### src/rtl/lsu_pkg.sv
// Shared decode constants, state encoding and op-legality helpers for the load/store unit.
// Misalignment trapping is selected in load_store_unit by LSU_MISALIGN_TRAP_EN.
package lsu_pkg;

  localparam logic [2:0] F3_LB  = 3'b000;
  localparam logic [2:0] F3_LH  = 3'b001;
  localparam logic [2:0] F3_LW  = 3'b010;
  localparam logic [2:0] F3_LBU = 3'b100;
  localparam logic [2:0] F3_LHU = 3'b101;
  localparam logic [2:0] F3_SB  = 3'b000;
  localparam logic [2:0] F3_SH  = 3'b001;
  localparam logic [2:0] F3_SW  = 3'b010;

  typedef logic [1:0] lsu_state_t;
  localparam lsu_state_t ST_IDLE = 2'd0;
  localparam lsu_state_t ST_BUS  = 2'd1;
  localparam lsu_state_t ST_DONE = 2'd2;

  // Only the RV32I load/store encodings are accepted.
  function automatic logic lsu_legal(input logic we, input logic [2:0] f3);
    logic ok;
    if (we) ok = (f3 == F3_SB) || (f3 == F3_SH) || (f3 == F3_SW);
    else    ok = (f3 == F3_LB) || (f3 == F3_LH) || (f3 == F3_LW) ||
                 (f3 == F3_LBU) || (f3 == F3_LHU);
    return ok;
  endfunction

  function automatic logic lsu_misaligned(input logic [2:0] f3, input logic [1:0] addr_lo);
    logic mis;
    case (f3[1:0])
      2'b01:   mis = addr_lo[0];
      2'b10:   mis = (addr_lo != 2'b00);
      default: mis = 1'b0;
    endcase
    return mis;
  endfunction

endpackage

### src/rtl/lsu_align.sv
// Combinational byte-lane steering for stores and extraction/extension for loads.
module lsu_align
  import lsu_pkg::*;
(
  input  logic [2:0]  funct3_i,
  input  logic [1:0]  addr_lo_i,
  input  logic [31:0] wdata_i,
  input  logic [31:0] bus_rdata_i,
  output logic [3:0]  be_o,
  output logic [31:0] wdata_o,
  output logic [31:0] rdata_o
);

  logic [1:0]  lane;
  logic [31:0] shifted;

  // Halfword and word accesses snap to their natural boundary.
  always_comb begin
    lane    = addr_lo_i;
    be_o    = 4'b0000;
    wdata_o = '0;
    rdata_o = '0;
    case (funct3_i[1:0])
      2'b00: begin
        be_o    = 4'b0001 << lane;
        wdata_o = {4{wdata_i[7:0]}};
      end
      2'b01: begin
        lane    = {addr_lo_i[1], 1'b0};
        be_o    = 4'b0011 << lane;
        wdata_o = {2{wdata_i[15:0]}};
      end
      default: begin
        lane    = 2'b00;
        be_o    = 4'b1111;
        wdata_o = wdata_i;
      end
    endcase
    shifted = bus_rdata_i >> {lane, 3'b000};
    case (funct3_i[1:0])
      2'b00:   rdata_o = funct3_i[2] ? {24'b0, shifted[7:0]}
                                     : {{24{shifted[7]}}, shifted[7:0]};
      2'b01:   rdata_o = funct3_i[2] ? {16'b0, shifted[15:0]}
                                     : {{16{shifted[15]}}, shifted[15:0]};
      default: rdata_o = shifted;
    endcase
  end

endmodule

### src/rtl/load_store_unit.sv
// Memory-stage load/store unit: captures one op, runs a valid/ack bus access, stalls the pipe.
// Define LSU_MISALIGN_TRAP_EN to fault misaligned halfword/word accesses instead of snapping them.
module load_store_unit
  import lsu_pkg::*;
#(
  parameter int unsigned ADDR_W         = 32,
  parameter int unsigned TIMEOUT_CYCLES = 255
) (
  input  logic              clk,
  input  logic              reset,
  input  logic              req_valid,
  input  logic              req_we,
  input  logic [2:0]        req_funct3,
  input  logic [ADDR_W-1:0] req_addr,
  input  logic [31:0]       req_wdata,
  output logic              lsu_stall,
  output logic [31:0]       rdata,
  output logic              rdata_valid,
  output logic              fault,
  output logic              bus_req,
  output logic              bus_we,
  output logic [ADDR_W-1:0] bus_addr,
  output logic [3:0]        bus_be,
  output logic [31:0]       bus_wdata,
  input  logic              bus_ack,
  input  logic [31:0]       bus_rdata
);

  localparam int unsigned CNT_W = (TIMEOUT_CYCLES > 0) ? $clog2(TIMEOUT_CYCLES + 1) : 1;
  localparam logic [CNT_W-1:0] CNT_LAST = CNT_W'(TIMEOUT_CYCLES - 1);
  localparam logic [CNT_W-1:0] CNT_MAX  = '1;

  lsu_state_t        state_q, state_d;
  logic [2:0]        f3_q, f3_d;
  logic [1:0]        off_q, off_d;
  logic [CNT_W-1:0]  cnt_q, cnt_d;
  logic              bus_req_q, bus_req_d;
  logic              bus_we_q, bus_we_d;
  logic [ADDR_W-1:0] bus_addr_q, bus_addr_d;
  logic [3:0]        bus_be_q, bus_be_d;
  logic [31:0]       bus_wdata_q, bus_wdata_d;
  logic [31:0]       rdata_q, rdata_d;
  logic              rdata_valid_q, rdata_valid_d;
  logic              fault_q, fault_d;
  logic              op_bad;

  logic              in_bus;
  logic [2:0]        al_f3;
  logic [1:0]        al_off;
  logic [3:0]        al_be;
  logic [31:0]       al_wdata;
  logic [31:0]       al_rdata;

  // The aligner sees the live request in IDLE and the captured op while on the bus.
  assign in_bus = (state_q == ST_BUS);
  assign al_f3  = in_bus ? f3_q  : req_funct3;
  assign al_off = in_bus ? off_q : req_addr[1:0];

  lsu_align u_align (
    .funct3_i    (al_f3),
    .addr_lo_i   (al_off),
    .wdata_i     (req_wdata),
    .bus_rdata_i (bus_rdata),
    .be_o        (al_be),
    .wdata_o     (al_wdata),
    .rdata_o     (al_rdata)
  );

  assign lsu_stall = ~reset & (((state_q == ST_IDLE) & req_valid) | in_bus);

  // Next-state and registered-output logic.
  always_comb begin
    state_d       = state_q;
    f3_d          = f3_q;
    off_d         = off_q;
    cnt_d         = cnt_q;
    bus_req_d     = bus_req_q;
    bus_we_d      = bus_we_q;
    bus_addr_d    = bus_addr_q;
    bus_be_d      = bus_be_q;
    bus_wdata_d   = bus_wdata_q;
    rdata_d       = rdata_q;
    rdata_valid_d = 1'b0;
    fault_d       = fault_q;
    op_bad        = 1'b0;
    case (state_q)
      ST_IDLE: begin
        if (req_valid) begin
          f3_d  = req_funct3;
          off_d = req_addr[1:0];
`ifdef LSU_MISALIGN_TRAP_EN
          op_bad = ~lsu_legal(req_we, req_funct3) | lsu_misaligned(req_funct3, req_addr[1:0]);
`else
          op_bad = ~lsu_legal(req_we, req_funct3);
`endif
          if (op_bad) begin
            state_d       = ST_DONE;
            rdata_valid_d = 1'b1;
            fault_d       = 1'b1;
            rdata_d       = '0;
          end else begin
            state_d     = ST_BUS;
            cnt_d       = '0;
            bus_req_d   = 1'b1;
            bus_we_d    = req_we;
            bus_addr_d  = {req_addr[ADDR_W-1:2], 2'b00};
            bus_be_d    = al_be;
            bus_wdata_d = req_we ? al_wdata : 32'd0;
          end
        end
      end
      ST_BUS: begin
        if (bus_ack) begin
          state_d       = ST_DONE;
          bus_req_d     = 1'b0;
          rdata_valid_d = 1'b1;
          fault_d       = 1'b0;
          rdata_d       = bus_we_q ? 32'd0 : al_rdata;
        end else if ((TIMEOUT_CYCLES != 0) && (cnt_q == CNT_LAST)) begin
          state_d       = ST_DONE;
          bus_req_d     = 1'b0;
          rdata_valid_d = 1'b1;
          fault_d       = 1'b1;
          rdata_d       = '0;
        end else if (cnt_q != CNT_MAX) begin
          cnt_d = cnt_q + CNT_W'(1);
        end
      end
      ST_DONE: state_d = ST_IDLE;
      default: state_d = ST_IDLE;
    endcase
  end

  always_ff @(posedge clk or posedge reset) begin
    if (reset) begin
      state_q       <= ST_IDLE;
      f3_q          <= '0;
      off_q         <= '0;
      cnt_q         <= '0;
      bus_req_q     <= 1'b0;
      bus_we_q      <= 1'b0;
      bus_addr_q    <= '0;
      bus_be_q      <= '0;
      bus_wdata_q   <= '0;
      rdata_q       <= '0;
      rdata_valid_q <= 1'b0;
      fault_q       <= 1'b0;
    end else begin
      state_q       <= state_d;
      f3_q          <= f3_d;
      off_q         <= off_d;
      cnt_q         <= cnt_d;
      bus_req_q     <= bus_req_d;
      bus_we_q      <= bus_we_d;
      bus_addr_q    <= bus_addr_d;
      bus_be_q      <= bus_be_d;
      bus_wdata_q   <= bus_wdata_d;
      rdata_q       <= rdata_d;
      rdata_valid_q <= rdata_valid_d;
      fault_q       <= fault_d;
    end
  end

  assign bus_req     = bus_req_q;
  assign bus_we      = bus_we_q;
  assign bus_addr    = bus_addr_q;
  assign bus_be      = bus_be_q;
  assign bus_wdata   = bus_wdata_q;
  assign rdata       = rdata_q;
  assign rdata_valid = rdata_valid_q;
  assign fault       = fault_q;

endmodule

### config.mk
export PLATFORM = sky130hd
export DESIGN_NAME = load_store_unit
export DESIGN_NICKNAME = d
export VERILOG_FILES = /design/src/rtl/lsu_pkg.sv /design/src/rtl/lsu_align.sv /design/src/rtl/load_store_unit.sv
export SDC_FILE = /design/constraint.sdc
export NUM_CORES = 1
export LEC_CHECK = 0
export ABC_AREA = 1
export CAP_MARGIN = 20
export CELL_PAD_IN_SITES_DETAIL_PLACEMENT = 0
export CELL_PAD_IN_SITES_GLOBAL_PLACEMENT = 1
export CORE_UTILIZATION = 32
export CTS_CLUSTER_SIZE = 24
export DETAILED_ROUTE_END_ITERATION = 10
export PLACE_DENSITY = 0.83
export SLEW_MARGIN = 0
export SYNTH_ARGS = -nofsm -noshare
export SYNTH_HDL_FRONTEND = slang
export SYNTH_SLANG_ARGS = --single-unit
### constraint.sdc
create_clock -name clk -period 4.3 [get_ports clk]
set_input_delay 0.43 -clock clk [delete_from_list [all_inputs] [get_ports clk]]
set_output_delay 0.43 -clock clk [all_outputs]
set_load 0.01 [all_outputs]
# ---- Word level (Yosys, flattened, before mapping)
# Cells that the tools add are included.
dict set report totals {
  ff_bits 117
}
dict set report classes {
  n_reduce_logical 14
  muxes 44
  shifts 3
  eq_ne 15
  bitwise_logic 4
  addsub 1
}
# op n
set ops {}
lappend ops {{two-way mux 32 bit} 8}
lappend ops {{one-hot mux 32 bit (2 select lines)} 3}
lappend ops {{two-way mux 8 bit} 5}
lappend ops {{>> shifter 32 x 5 -> 32 bit} 1}
lappend ops {{one-hot mux 8 bit (2 select lines)} 1}
lappend ops {{two-way mux 1 bit} 15}
lappend ops {{two-way mux 2 bit} 5}
lappend ops {{adder 8 x 1 -> 8 bit, second input constant} 1}
lappend ops {{equality test 8 bit, second input constant} 1}
lappend ops {{!= test 2 bit, second input constant} 4}
lappend ops {{!= test 8 bit, second input constant} 1}
lappend ops {{one-hot mux 2 bit (2 select lines)} 2}
lappend ops {{one-hot mux 4 bit (2 select lines)} 1}
lappend ops {{AND reduction 4 bit} 2}
lappend ops {{equality test 3 bit, second input constant} 2}
lappend ops {{one-hot mux 1 bit (2 select lines)} 3}
lappend ops {{AND reduction 6 bit} 1}
lappend ops {{equality test 2 x 1 -> 1 bit, second input constant} 2}
lappend ops {{zero test 2 bit} 2}
lappend ops {{logical OR 1 bit} 4}
lappend ops {{!= test 2 x 1 -> 1 bit, second input constant} 2}
lappend ops {{AND reduction 2 bit} 2}
lappend ops {{<< shifter 1 x 2 -> 4 bit, first input constant} 1}
lappend ops {{<< shifter 2 x 2 -> 4 bit, first input constant} 1}
lappend ops {{other kinds (10)} 11}

# ---- Longest topological paths before layout
# Gate-level depths: netlist (run 1).
dict set report depth {
  word_depth 11
  ltp_mapped 14
  depth_no_buf 13
}

# ---- Cells and area by module
# Synthesis (run 1) repeated with hierarchy kept, for this count alone.
dict set report unflattened {
  hier_cells 837
  hier_area_um2 6593.8
}
# module area_per_inst_um2 n_inst cells_each seq_area_each_um2
set by_module_without_submodules {}
lappend by_module_without_submodules {load_store_unit 5326.4 1 591 2927.8}
lappend by_module_without_submodules {lsu_align 1267.5 1 246 0.0}

# ---- Least setup slack after synthesis (run 1)
# No wires, ideal clock.
dict set report synth_timing {
  path_kind {reg-to-reg}
  startpoint {reg state_q[0]}
  endpoint {reg rdata_q[24], in the netlist rdata[24]}
  n_path_buf 1
  path_stages_with_launch 12
  setup_ns 0.116
  arrival_ns 1.535
  slack_ns 2.648
  path_cell_list {dfrtp_1 -> nand2_2 -> nand2_1 -> nand2_2 -> nand3_2 -> nand2_1 -> nand3_2 -> nand3_4 -> nand3_4 -> buf_6 -> nand2_1 -> nand2_1}
}
dict set report synth_via {
  elab_chain_cells 10
  elab_cells_between_ends 19
  classes_between {eq/ne (5); shift (1); mux (9); reduce/logical (4)}
}
# item line
set synth_lines {}
lappend synth_lines {{from (decl)} load_store_unit.sv:33} ;# lsu_state_t state_q, state_d;
lappend synth_lines {{from (signal assigned)} load_store_unit.sv:149} ;# state_q <= state_d;
lappend synth_lines {{equality test 2 x 1 -> 1 bit} {load_store_unit.sv:55, load_store_unit.sv:86}}
lappend synth_lines {{two-way mux 3 bit} load_store_unit.sv:56} ;# assign al_f3 = in_bus ? f3_q : req_funct3;
lappend synth_lines {{equality test 2 x 1 -> 1 bit / zero test 2 bit (equally long branches)} {lsu_align.sv:23, lsu_align.sv:40}}
lappend synth_lines {{one-hot mux 2 bit (2 select lines)} lsu_align.sv:23} ;# case (funct3_i[1:0])
lappend synth_lines {{>> shifter 32 x 5 -> 32 bit} lsu_align.sv:39} ;# shifted = bus_rdata_i >> {lane, 3'b000};
lappend synth_lines {{two-way mux 32 bit (on tied branches)} {lsu_align.sv:43, lsu_align.sv:41}}
lappend synth_lines {{one-hot mux 32 bit (2 select lines)} lsu_align.sv:40} ;# case (funct3_i[1:0])
lappend synth_lines {{two-way mux 32 bit} load_store_unit.sv:118} ;# rdata_d = bus_we_q ? 32'd0 : al_rdata;
lappend synth_lines {{two-way mux 32 bit} load_store_unit.sv:113} ;# if (bus_ack) begin
lappend synth_lines {{one-hot mux 32 bit (2 select lines)} load_store_unit.sv:86} ;# case (state_q)
lappend synth_lines {{to (signal assigned)} load_store_unit.sv:158} ;# rdata_q <= rdata_d;
lappend synth_lines {{to (decl)} load_store_unit.sv:42} ;# logic [31:0] rdata_q, rdata_d;
# Several ways; a longest one is shown, not always the timed one.
# A chain may end at the register's enable or synchronous reset.

# ---- Final worst setup path (run 1)
dict set report layout_timing {
  startpoint {reg state_q[0]}
  endpoint {reg rdata_q[28], in the netlist rdata[28]}
}
# The elaborated chain is that of the path after synthesis.

==> results.md, run 1 <==
| Group | Metric | This run |
|---|---|---|
| setup path | Buffer and inverter count on the worst path | 1 |
| timing | Final-report setup violation count | 0 |
| global routing | Number of antenna violations at the first check in global routing | 0 |
| pwr | Leakage | 4.03 nW |
| global routing | Pin count of the biggest net entering global routing | 83 |
| timing | Final max-slew violation count | 0 |
| route | Ratio of routed vias to standard cells | 4.72 |
| floorplan | Number of core rows | 47 |
| place | Input/output buffers | 206 |
| setup path | Worst Path Required | 4600 ps |
| setup path | Worst path slowest cell | sky130_fd_sc_hd__nand2_2 |
| clock tree | Maximum buffer depth of the clock tree | 2 |
| finish | Highest-count cells in the layout ignoring fill and taps | 292 x sky130_fd_sc_hd__nand2_1, 206 x sky130_fd_sc_hd__clkdlybuf4s50_1, 117 x sky130_fd_sc_hd__dfrtp_1 |
| min path | Min-delay worst type | input pin to async pin |
| clock tree | Total clock buffers created by CTS | 17 |
| route | Total wirelength of the detailed-routed design | 16800 um |
| clock tree | Clock tree root driver cell | sky130_fd_sc_hd__clkbuf_16 |
| timing | Achievable Freq | 0.344 GHz |
| route | Via total after detailed routing | 5325 |
| synth | Portion of the post-synthesis area used by sequential elements | 0.525 |
| timing | Hold slack final | 313 ps |
| timing | Final number of hold-violating endpoints | 0 |
| timing | Fraction of the cycle the final worst path needs | 0.676 |
| timing | Setup repair after global routing missed its margin | no |
| route | Per-cell routed wire length | 14.9 um |
| timing | Minimum clock period | 2910 ps |
| timing | Transition time of the tightest slew-check pin | 764 ps |
| synth | Mean instance size in the synthesized netlist | 8.02 um^2 |
| synth | Post-synthesis register bit count | 117 |
| setup path | Startpoint kind of the worst setup timing path | flop |
| floorplan | DIE AREA | 18000 um^2 |
| global routing | Via count of the first global-routing pass | 5180 |
| clock tree | Clock transition at the registers of the reported paths | 50 ps |
| finish | Number of antenna repair diodes | 0 |
| synth | Count of cell types in the netlist | 33 |
| pwr | Pwr Density | 557 nW/um^2 |
| clock tree | Post-cts resize count | 0 |
| place | Gpl congestion | 0.814 |
| clock tree | H-tree Lvls | 4 |
| clock tree | CTS tree | built |
| clock tree | Hold buffer count at CTS | 0 |
| timing | Worst-case headroom to the max-slew limit | 0.489 |
| setup path | Cell breakdown of the critical path | nand2_2, nand2_1, nand2_2, nand2_2, inv_2, nand3_2, nand3_4, nand3_4, nand2_1, nand2_1 |
| route | Antenna-violating nets left | 0 |
| floorplan | Number of top-level design ports | 209 |
| status | Status | complete, no violations |
| global routing | Wire length of the first global-routing pass | 26900 um |
| place | Placed Instance Area | 7790 um^2 |
| pwr | Overall Power | 4.70 mW |
| finish | Layout cell share with drive strength beyond 1 | 0.0650 |
| setup path | Endpoint kind of the worst setup timing path | flop |
| floorplan | Die extent in x | 134 um |
| clock tree | Number of sinks on the clock net | 117 |
| synth | Synthesized instance count | 695 |
| setup path | Critical setup path kind | flop to flop |
| route | Starting DRT DRC Count | 272 |
| floorplan | Die extent in y | 134 um |
| route | Detailed-routing iteration count for the pre-antenna-repair pass | 5 |
| setup path | Data arrival time at the worst-slack endpoint | 3200 ps |
| global routing | Global routing usage summed across all routing layers | 0.194 |
| timing | Post-Route Setup TNS | 0 ps |
| setup path | Slowest cell delay on critical path | 580 ps |
| finish | Final std cell area, no fill | 8430 um^2 |
| global routing | Grt total ovfl | 0 |
| finish | Synth-to-Final Area Change | 51.2% |
| synth | Yosys synthesis warning count | 0 |
| timing | Layout Skew | 6.72 ps |
| job | MaxCap Viol Count | 0 |
| finish | Fill cells | 1643 |
| clock tree | Number of buffers added for setup after CTS | 0 |
| synth | Post-Syn Area | 5580 um^2 |
| place | HPWL after detailed placement | 11900 um |
| floorplan | Core outline area | 16800 um^2 |
| clock tree | Insertion delay to the later sink of the worst-skew pair | 420 ps |
| setup path | Kind of cell adding the most delay to the critical path | simple AND/OR/NAND/NOR gates |
| finish | Count of nets after finishing | 1001 |
| finish | Leading cell type in the layout, fill and taps excluded | sky130_fd_sc_hd__nand2_1 |
| route | # DRC | 0 |
| setup path | Maximum net fanout on the critical path | 33 |
| floorplan | Starting utilization of the core area | 0.332 |
| pwr | Worst-case vdd ir drop | 311 uV |
-- logic make-up after synthesis --
group           synth area share
compound gates             0.118
xor+xnor                 0.00314
fa+ha+maj                0.00449
buf+inv                   0.0648
flops                      0.525
mux                       0.0144
other cells             0.000672
simple gates               0.270
-- report_power, final --
part	internal (mW)	switching, mW	total, mW	leakage [nW]
clock	0.950	0.493	1.44	0.299
combinational	0.833	0.796	1.63	2.21
sequential	1.43	0.190	1.62	1.52
-- worst paths after layout --
check	startpoint	endpoint	slack (ps)	cells past startpoint
setup / recovery	state_q[0]	rdata[28]	1390	10
hold / removal	reset	cnt_q[0]	310	2
setup reg to reg	state_q[0]	rdata[28]	1390	10
hold reg to reg	bus_addr[20]	bus_addr[20]	470	2
max in group asynchronous	reset	bus_addr[16]	3090	4
min in group clk	bus_addr[20]	bus_addr[20]	470	2
-- per-layer routing --
metal  track usage  vias to the layer above  wire length (um)
li1              -                     2639                 -
met1         0.244                     2476              7360
met2         0.308                      186              7840
met3        0.0669                       24              1310
met4        0.0749                        0               296
met5             0                        -                 0
-- Yosys cell counts --
| master | count | area (um^2) |
|---|---|---|
| sky130_fd_sc_hd__dfrtp_1 | 117 | 2930 |
| sky130_fd_sc_hd__inv_1 | 46 | 173 |
| sky130_fd_sc_hd__o21ai_0 | 66 | 330 |
| sky130_fd_sc_hd__nor4_1 | 1 | 6.26 |
| sky130_fd_sc_hd__mux2i_1 | 8 | 80.1 |
| sky130_fd_sc_hd__buf_4 | 6 | 45.0 |
| sky130_fd_sc_hd__o31ai_1 | 1 | 7.51 |
| sky130_fd_sc_hd__inv_2 | 7 | 26.3 |
| sky130_fd_sc_hd__o21ai_1 | 20 | 100 |
| sky130_fd_sc_hd__a21oi_1 | 17 | 85.1 |
| sky130_fd_sc_hd__o22ai_1 | 9 | 56.3 |
| sky130_fd_sc_hd__nand4_1 | 5 | 31.3 |
| sky130_fd_sc_hd__o211ai_1 | 1 | 7.51 |
| sky130_fd_sc_hd__nor2_4 | 3 | 33.8 |
| sky130_fd_sc_hd__clkbuf_1 | 11 | 41.3 |
| sky130_fd_sc_hd__nor2_1 | 13 | 48.8 |
| sky130_fd_sc_hd__clkbuf_2 | 1 | 5.00 |
| sky130_fd_sc_hd__xor2_1 | 2 | 17.5 |
| sky130_fd_sc_hd__buf_6 | 1 | 11.3 |
| sky130_fd_sc_hd__conb_1 | 1 | 3.75 |
| sky130_fd_sc_hd__ha_1 | 2 | 25.0 |
| sky130_fd_sc_hd__nor2_8 | 1 | 20.0 |
| sky130_fd_sc_hd__buf_1 | 4 | 15.0 |
| sky130_fd_sc_hd__nand2_4 | 1 | 11.3 |
| sky130_fd_sc_hd__a22o_1 | 8 | 70.1 |
| sky130_fd_sc_hd__nand2_1 | 292 | 1100 |
| sky130_fd_sc_hd__nand3_1 | 29 | 145 |
| sky130_fd_sc_hd__nand3_4 | 2 | 35.0 |
| sky130_fd_sc_hd__nor3_1 | 3 | 15.0 |
| sky130_fd_sc_hd__nand2_2 | 4 | 25.0 |
| sky130_fd_sc_hd__nand3_2 | 3 | 30.0 |
| sky130_fd_sc_hd__nor2_2 | 1 | 6.26 |
| sky130_fd_sc_hd__buf_2 | 9 | 45.0 |
-- sequential cells by signal (all words and copies together) (netlist names) --
register / count
bus_addr: 30
bus_be: 4
bus_req: 1
bus_wdata: 32
bus_we: 1
cnt_q: 8
f3_q: 3
fault: 1
off_q: 2
rdata: 32
rdata_valid: 1
state_q: 2
-- stage by stage --
stage | std cells | setup WS, ps | util
final | 1128 | 1390 | 0.501
after global routing | 1128 | 1070 | 0.501
after CTS | 1126 | 1370 | 0.499
after detailed placement | 1094 | 1160 | 0.463
after global placement | 1094 | 1230 | 0.463
after floorplan | 696 | 769 | -
-- final cells by class --
cell class / instances / area, um^2 / area share
Multi-Input combinational cell: 494 / 2290 / 0.272
Tap cell: 220 / 275 / 0.0326
Clock buffer: 22 / 474 / 0.0562
Inverter: 53 / 201 / 0.0239
Sequential cell: 117 / 2930 / 0.347
Clock inverter: 10 / 128 / 0.0151
Timing Repair Buffer: 212 / 2130 / 0.253
Power figures use the tool's default switching activity.
==> run 2, diff against run 1 <==
==> constraint.sdc (replaced) <==
create_clock -name clk -period 2.7 [get_ports clk]
set_input_delay 0.27 -clock clk [delete_from_list [all_inputs] [get_ports clk]]
set_output_delay 0.27 -clock clk [all_outputs]
set_load 0.01 [all_outputs]
==> run 2 against run 1 <==
Against the previous run: global-route usage down 0.080 points; highest routed layer unchanged; first-iteration DRC count shrank 1.1%; critical path type is now flop to primary output; largest power group unchanged; setup slack got worse by 1100 ps.
==> results.md, run 2 (synthesized netlist as in run 1, its figures left out) <==
| Group | Metric | This run | vs previous |
|---|---|---|---|
| finish | Layout cell share with drive strength beyond 1 | 0.0712 | was 0.0650 |
| place | Gpl congestion | 0.831 | was 0.814 |
| route | Starting DRT DRC Count | 269 | was 272 |
| finish | Fill cells | 1649 | was 1643 |
| setup path | Endpoint kind of the worst setup timing path | primary output | was flop |
| clock tree | Total clock buffers created by CTS | 17 | unchanged |
| setup path | Startpoint kind of the worst setup timing path | flop | unchanged |
| min path | Min-delay worst type | input pin to async pin | unchanged |
| setup path | R2R Path Start | state_q[0] | unchanged |
| pwr | Leakage | 4.05 nW | was 4.03 nW |
| route | Total wirelength of the detailed-routed design | 16600 um | was 16800 um |
| floorplan | Number of core rows | 47 | unchanged |
| route | Antenna-violating nets left | 0 | unchanged |
| place | Input/output buffers | 206 | unchanged |
| setup path | Maximum net fanout on the critical path | 10 | was 33 |
| global routing | Via count of the first global-routing pass | 5264 | was 5180 |
| finish | Synth-to-Final Area Change | 52.3% | was 51.2% |
| timing | Final number of hold-violating endpoints | 0 | unchanged |
| clock tree | CTS tree | built | unchanged |
| finish | Number of antenna repair diodes | 0 | unchanged |
| timing | Setup repair after global routing missed its margin | no | unchanged |
| global routing | Grt total ovfl | 0 | unchanged |
| clock tree | Hold buffer count at CTS | 0 | unchanged |
| pwr | Pwr Density | 891 nW/um^2 | was 557 nW/um^2 |
| setup path | Reg2Reg Setup Slack | 430 ps | was 1390 ps |
| timing | Post-Route Setup TNS | 0 ps | unchanged |
| global routing | Pin count of the biggest net entering global routing | 118 | was 83 |
| clock tree | Clock tree root driver cell | sky130_fd_sc_hd__clkbuf_16 | unchanged |
| clock tree | Post-cts resize count | 0 | unchanged |
| floorplan | Die extent in x | 134 um | unchanged |
| job | MaxCap Viol Count | 0 | unchanged |
| floorplan | Number of top-level design ports | 209 | unchanged |
| setup path | Reg-to-Reg End | bus_wdata[28] | was rdata[28] |
| floorplan | DIE AREA | 18000 um^2 | unchanged |
| pwr | Overall Power | 7.57 mW | was 4.70 mW |
| clock tree | Insertion delay to the later sink of the worst-skew pair | 420 ps | about the same |
| timing | Final max-slew violation count | 0 | unchanged |
| place | HPWL after detailed placement | 11700 um | was 11900 um |
| route | # DRC | 0 | unchanged |
| setup path | Data arrival time at the worst-slack endpoint | 2130 ps | was 3200 ps |
| timing | Minimum clock period | 2400 ps |  |
| setup path | Register-to-Register Path Depth | 7 | was 10 |
| route | Detailed-routing iteration count for the pre-antenna-repair pass | 5 | unchanged |
| route | Ratio of routed vias to standard cells | 4.65 | was 4.72 |
| route | Via total after detailed routing | 5264 | was 5325 |
| clock tree | Number of buffers added for setup after CTS | 0 | unchanged |
| pwr | Worst-case vdd ir drop | 471 uV | was 311 uV |
| finish | Area of the multi-input gates | 2290 um^2 | unchanged |
| global routing | Wire length of the first global-routing pass | 26900 um | about the same |
| floorplan | Starting utilization of the core area | 0.332 | unchanged |
| route | Per-cell routed wire length | 14.7 um | was 14.9 um |
| global routing | Number of antenna violations at the first check in global routing | 0 | unchanged |
| status | Status | complete, no violations | unchanged |
| finish | Storage element area | 2930 um^2 | unchanged |
| setup path | Critical setup path kind | flop to primary output | was flop to flop |
| floorplan | Die extent in y | 134 um | unchanged |
| timing | Achievable Freq | 0.417 GHz |  |
| finish | Count of nets after finishing | 1007 | was 1001 |
| clock tree | H-tree Lvls | 4 | unchanged |
| setup path | Worst Path Required | 2430 ps | was 4600 ps |
| timing | Fraction of the cycle the final worst path needs | 0.888 |  |
| floorplan | Core outline area | 16800 um^2 | unchanged |
| timing | Layout Skew | 5.62 ps | was 6.72 ps |
| clock tree | Number of sinks on the clock net | 117 | unchanged |
| clock tree | Maximum buffer depth of the clock tree | 2 | unchanged |
| timing | Transition time of the tightest slew-check pin | 665 ps | was 764 ps |
| finish | Highest-count cells in the layout ignoring fill and taps | 292 x sky130_fd_sc_hd__nand2_1, 206 x sky130_fd_sc_hd__clkdlybuf4s50_1, 117 x sky130_fd_sc_hd__dfrtp_1 | unchanged |
| clock tree | Clock transition at the registers of the reported paths | 50 ps | about the same |
| timing | Final-report setup violation count | 0 | unchanged |
| timing | Worst-case headroom to the max-slew limit | 0.557 | was 0.489 |
| finish | Leading cell type in the layout, fill and taps excluded | sky130_fd_sc_hd__nand2_1 | unchanged |
| global routing | Global routing usage summed across all routing layers | 0.194 | about the same |
==> run 2: changes by cell type in the layout (fill, tap and decap cells not counted), sizes merged <==
cell | before | now
buf | 6 | 12
clkinv | 6 | 1
clkinvlp | 1 | 4
clkbuf | 22 | 24
inv | 53 | 52
==> run 2: worst max path at each step <==
stage             startpoint       endpoint  slack [ps]
6_report          state_q[0]      lsu_stall         300
3_5_place_dp   req_funct3[1]  bus_wdata[28]         360
2_1_floorplan          reset   bus_addr[10]        1000
5_1_grt           state_q[0]      lsu_stall         140
3_3_place_gp   req_funct3[1]  bus_wdata[29]         400
4_1_cts           state_q[0]      lsu_stall         270
==> run 2: final cells by class <==
cell class	instances	share of cell area
flip-flops and latches	117	0.345
multi-input cells	494	0.270
repair buffers	218	0.255
clock buffers	24	0.0603
well taps	220	0.0324
inverters	53	0.0239
clock inverters	7	0.0139
==> run 2: worst max-delay path: stages (launching register included) <==
cell and delay [ps]:
sky130_fd_sc_hd__dfrtp_1 430, sky130_fd_sc_hd__nor2_1 150, sky130_fd_sc_hd__inv_2 70, sky130_fd_sc_hd__nor2_4 190
sky130_fd_sc_hd__inv_2 120, sky130_fd_sc_hd__a21oi_1 170, sky130_fd_sc_hd__clkdlybuf4s50_1 590
==> run 2: where the power goes <==
group	leakage (nW)	switching [mW]	internal (mW)
registers	1.52	0.294	2.28
logic	2.23	1.26	1.34
clock network	0.301	0.792	1.59
total	4.05	2.35	5.22
==> run 2: stage by stage <==
step	cell area (um^2)	hold WS (ps)	worst slack [ps]	cells	util
2_1_floorplan	5580	387	1000	696	-
3_3_place_gp	7860	452	401	1102	0.467
3_5_place_dp	7860	457	358	1102	0.467
4_1_cts	8490	372	273	1133	0.505
5_1_grt	8490	390	143	1133	0.505
6_report	8490	387	303	1133	0.505
==> run 2: per-layer routing <==
metal / wire length, um / track usage / up-vias
li1: - / - / 2636
met4: 351 / 0.0749 / 0
met5: 0 / 0 / -
met2: 7710 / 0.309 / 161
met3: 1140 / 0.0563 / 23
met1: 7430 / 0.247 / 2444
==> run 3, diff against run 2 <==
--- a/config.mk
+++ b/config.mk
@@ -12,7 +12,7 @@
 export CORE_UTILIZATION = 32
 export CTS_CLUSTER_SIZE = 24
 export DETAILED_ROUTE_END_ITERATION = 10
-export PLACE_DENSITY = 0.83
+export PLACE_DENSITY_LB_ADDON = 0.1
 export SLEW_MARGIN = 0
 export SYNTH_ARGS = -nofsm -noshare
 export SYNTH_HDL_FRONTEND = slang
==> run 3 against run 2 <==
Against the previous run: cell count barely moved; setup slack improved by 46 ps; sequential power barely moved; die area did not move; combinational power barely moved; core utilization barely moved; maximum frequency rose by 2.0%; via count rose by 1.4%; wire length rose by 2.9%; clock skew rose by 4.7 ps.
==> results.md, run 3 (synthesized netlist as in run 1, its figures left out) <==
| Group | Metric | This run | vs previous |
|---|---|---|---|
| status | Status | complete, no violations | unchanged |
| clock tree | Number of sinks on the clock net | 117 | unchanged |
| timing | Worst-case headroom to the max-slew limit | 0.508 | was 0.557 |
| clock tree | Insertion delay to the later sink of the worst-skew pair | 420 ps | about the same |
| finish | Synth-to-Final Area Change | 52.3% | about the same |
| floorplan | Number of core rows | 47 | unchanged |
| clock tree | Hold buffer count at CTS | 0 | unchanged |
| finish | Number of antenna repair diodes | 0 | unchanged |
| timing | Hold slack final | 349 ps | was 387 ps |
| place | Input/output buffers | 206 | unchanged |
| place | HPWL after detailed placement | 12100 um | was 11700 um |
| global routing | Pin count of the biggest net entering global routing | 71 | was 118 |
| place | Placed Instance Area | 7860 um^2 | about the same |
| global routing | Wire length of the first global-routing pass | 27900 um | was 26900 um |
| setup path | Startpoint kind of the worst setup timing path | flop | unchanged |
| timing | Final-report setup violation count | 0 | unchanged |
| finish | Layout cell share with drive strength beyond 1 | 0.0713 | was 0.0712 |
| floorplan | Starting utilization of the core area | 0.332 | unchanged |
| clock tree | Clock tree root driver cell | sky130_fd_sc_hd__clkbuf_16 | unchanged |
| setup path | Reg2Reg Setup Slack | 410 ps | was 430 ps |
| pwr | Leakage | 4.04 nW | was 4.05 nW |
| route | Starting DRT DRC Count | 360 | was 269 |
| floorplan | Die extent in x | 134 um | unchanged |
| timing | Transition time of the tightest slew-check pin | 738 ps | was 665 ps |
| finish | Leading cell type in the layout, fill and taps excluded | sky130_fd_sc_hd__nand2_1 | unchanged |
| place | Gpl congestion | 0.811 | was 0.831 |
| finish | Highest-count cells in the layout ignoring fill and taps | 292 x sky130_fd_sc_hd__nand2_1, 206 x sky130_fd_sc_hd__clkdlybuf4s50_1, 117 x sky130_fd_sc_hd__dfrtp_1 | unchanged |
| clock tree | Post-cts resize count | 0 | unchanged |
| setup path | Worst Path Required | 2430 ps | about the same |
| min path | Min-delay worst type | input pin to async pin | unchanged |
| setup path | Slowest cell delay on critical path | 570 ps | was 590 ps |
| global routing | Grt total ovfl | 0 | unchanged |
| route | Total wirelength of the detailed-routed design | 17100 um | was 16600 um |
| setup path | Data arrival time at the worst-slack endpoint | 2080 ps | was 2130 ps |
| timing | Final max-slew violation count | 0 | unchanged |
| route | Detailed-routing iteration count for the pre-antenna-repair pass | 4 | was 5 |
| place | Dpl cells | 1100 | was 1102 |
| timing | Post-Route Setup TNS | 0 ps | unchanged |
| setup path | Endpoint kind of the worst setup timing path | primary output | unchanged |
| setup path | Cell breakdown of the critical path | nor2_1, inv_2, nor2_4, inv_2, a21oi_1, clkdlybuf4s50_1 | unchanged |
| route | # DRC | 0 | unchanged |
| clock tree | H-tree Lvls | 4 | unchanged |
| global routing | Number of antenna violations at the first check in global routing | 0 | unchanged |
| timing | Minimum clock period | 2350 ps | was 2400 ps |
| floorplan | DIE AREA | 18000 um^2 | unchanged |
| global routing | Global routing usage summed across all routing layers | 0.201 | was 0.194 |
| clock tree | Maximum buffer depth of the clock tree | 2 | unchanged |
| timing | Achievable Freq | 0.425 GHz | was 0.417 GHz |
| setup path | Critical path's most frequent cell | sky130_fd_sc_hd__inv_2 | unchanged |
| finish | Utilization of the core after routing | 0.505 | about the same |
| timing | Setup repair after global routing missed its margin | no | unchanged |
| finish | Final std cell area, no fill | 8490 um^2 | about the same |
| clock tree | Number of buffers added for setup after CTS | 0 | unchanged |
| floorplan | Die extent in y | 134 um | unchanged |
| floorplan | Core outline area | 16800 um^2 | unchanged |
| route | Ratio of routed vias to standard cells | 4.72 | was 4.65 |
| route | Via total after detailed routing | 5339 | was 5264 |
| floorplan | Number of top-level design ports | 209 | unchanged |
| job | MaxCap Viol Count | 0 | unchanged |
| route | Antenna-violating nets left | 0 | unchanged |
| clock tree | CTS tree | built | unchanged |
| pwr | Pwr Density | 896 nW/um^2 | was 891 nW/um^2 |
| finish | Number of non-filler instances in the completed layout | 1132 | was 1133 |
| timing | Layout Skew | 10.3 ps | was 5.62 ps |
| finish | Count of nets after finishing | 1005 | was 1007 |
| clock tree | Total clock buffers created by CTS | 17 | unchanged |
| pwr | Worst-case vdd ir drop | 479 uV | was 471 uV |
| clock tree | Clock transition at the registers of the reported paths | 60 ps | was 50 ps |
| setup path | Critical setup path kind | flop to primary output | unchanged |
| setup path | Maximum net fanout on the critical path | 10 | unchanged |
| timing | Fraction of the cycle the final worst path needs | 0.871 | was 0.888 |
| timing | Final number of hold-violating endpoints | 0 | unchanged |
| global routing | Via count of the first global-routing pass | 5404 | was 5264 |
| setup path | Worst path slowest cell | sky130_fd_sc_hd__clkdlybuf4s50_1 | unchanged |
| route | Per-cell routed wire length | 15.1 um | was 14.7 um |
-- run 3: cell count changes in the layout (fill, tap and decap cells not counted), sizes merged --
| cell | before | now |
|---|---|---|
| buf | 12 | 10 |
| clkbuf | 24 | 19 |
| bufinv | 3 | 4 |
| clkinv | 1 | 6 |
-- run 3: report_power, final --
group / total (mW) / internal (mW) / switching (mW)
clock network: 2.40 / 1.59 / 0.809
logic: 2.62 / 1.34 / 1.28
registers: 2.60 / 2.28 / 0.317
-- run 3: final timing paths --
check	to	startpoint	cells past startpoint
worst min register to register	bus_addr[28]	bus_addr[28]	2
worst max-delay path	lsu_stall	state_q[0]	6
min in group clk	bus_addr[3]	req_addr[3]	3
worst max register to register	bus_wdata[28]	state_q[0]	7
worst min-delay path	cnt_q[7]	reset	2
max in group asynchronous	rdata[18]	reset	3
-- run 3: layout make-up --
| class | instances | area, um^2 |
|---|---|---|
| well taps | 220 | 275 |
| inverters | 53 | 203 |
| clock buffers | 19 | 453 |
| flip-flops and latches | 117 | 2930 |
| repair buffers | 216 | 2160 |
| multi-input cells | 494 | 2290 |
| clock inverters | 13 | 180 |
| fillers | 1635 | 8330 |
-- run 3: layer usage --
metal	wire length, um	part of all wire	track usage	vias to the layer above
met4	123	0.0072	0.0506	0
met2	7870	0.46	0.319	196
met1	7700	0.45	0.259	2498
met5	0	0	0	-
met3	1420	0.083	0.0733	8
li1	-	-	-	2637
-- run 3: through the flow --
step | power [mW] | setup WS [ps]
global placement | 5.22 | 388
detailed placement | 5.25 | 306
global route | 8.10 | 154
floorplan | 3.76 | 1000
CTS | 7.71 | 318
finish | 7.61 | 349
-- run 3: critical path, delay by kind of cell (launching register included) --
kind | cells | cell delay (ps)
AO/OA/AOI/OAI | 1 | 150
buffers and inverters | 3 | 760
AND/OR/NAND/NOR | 2 | 340
flip-flops | 1 | 420
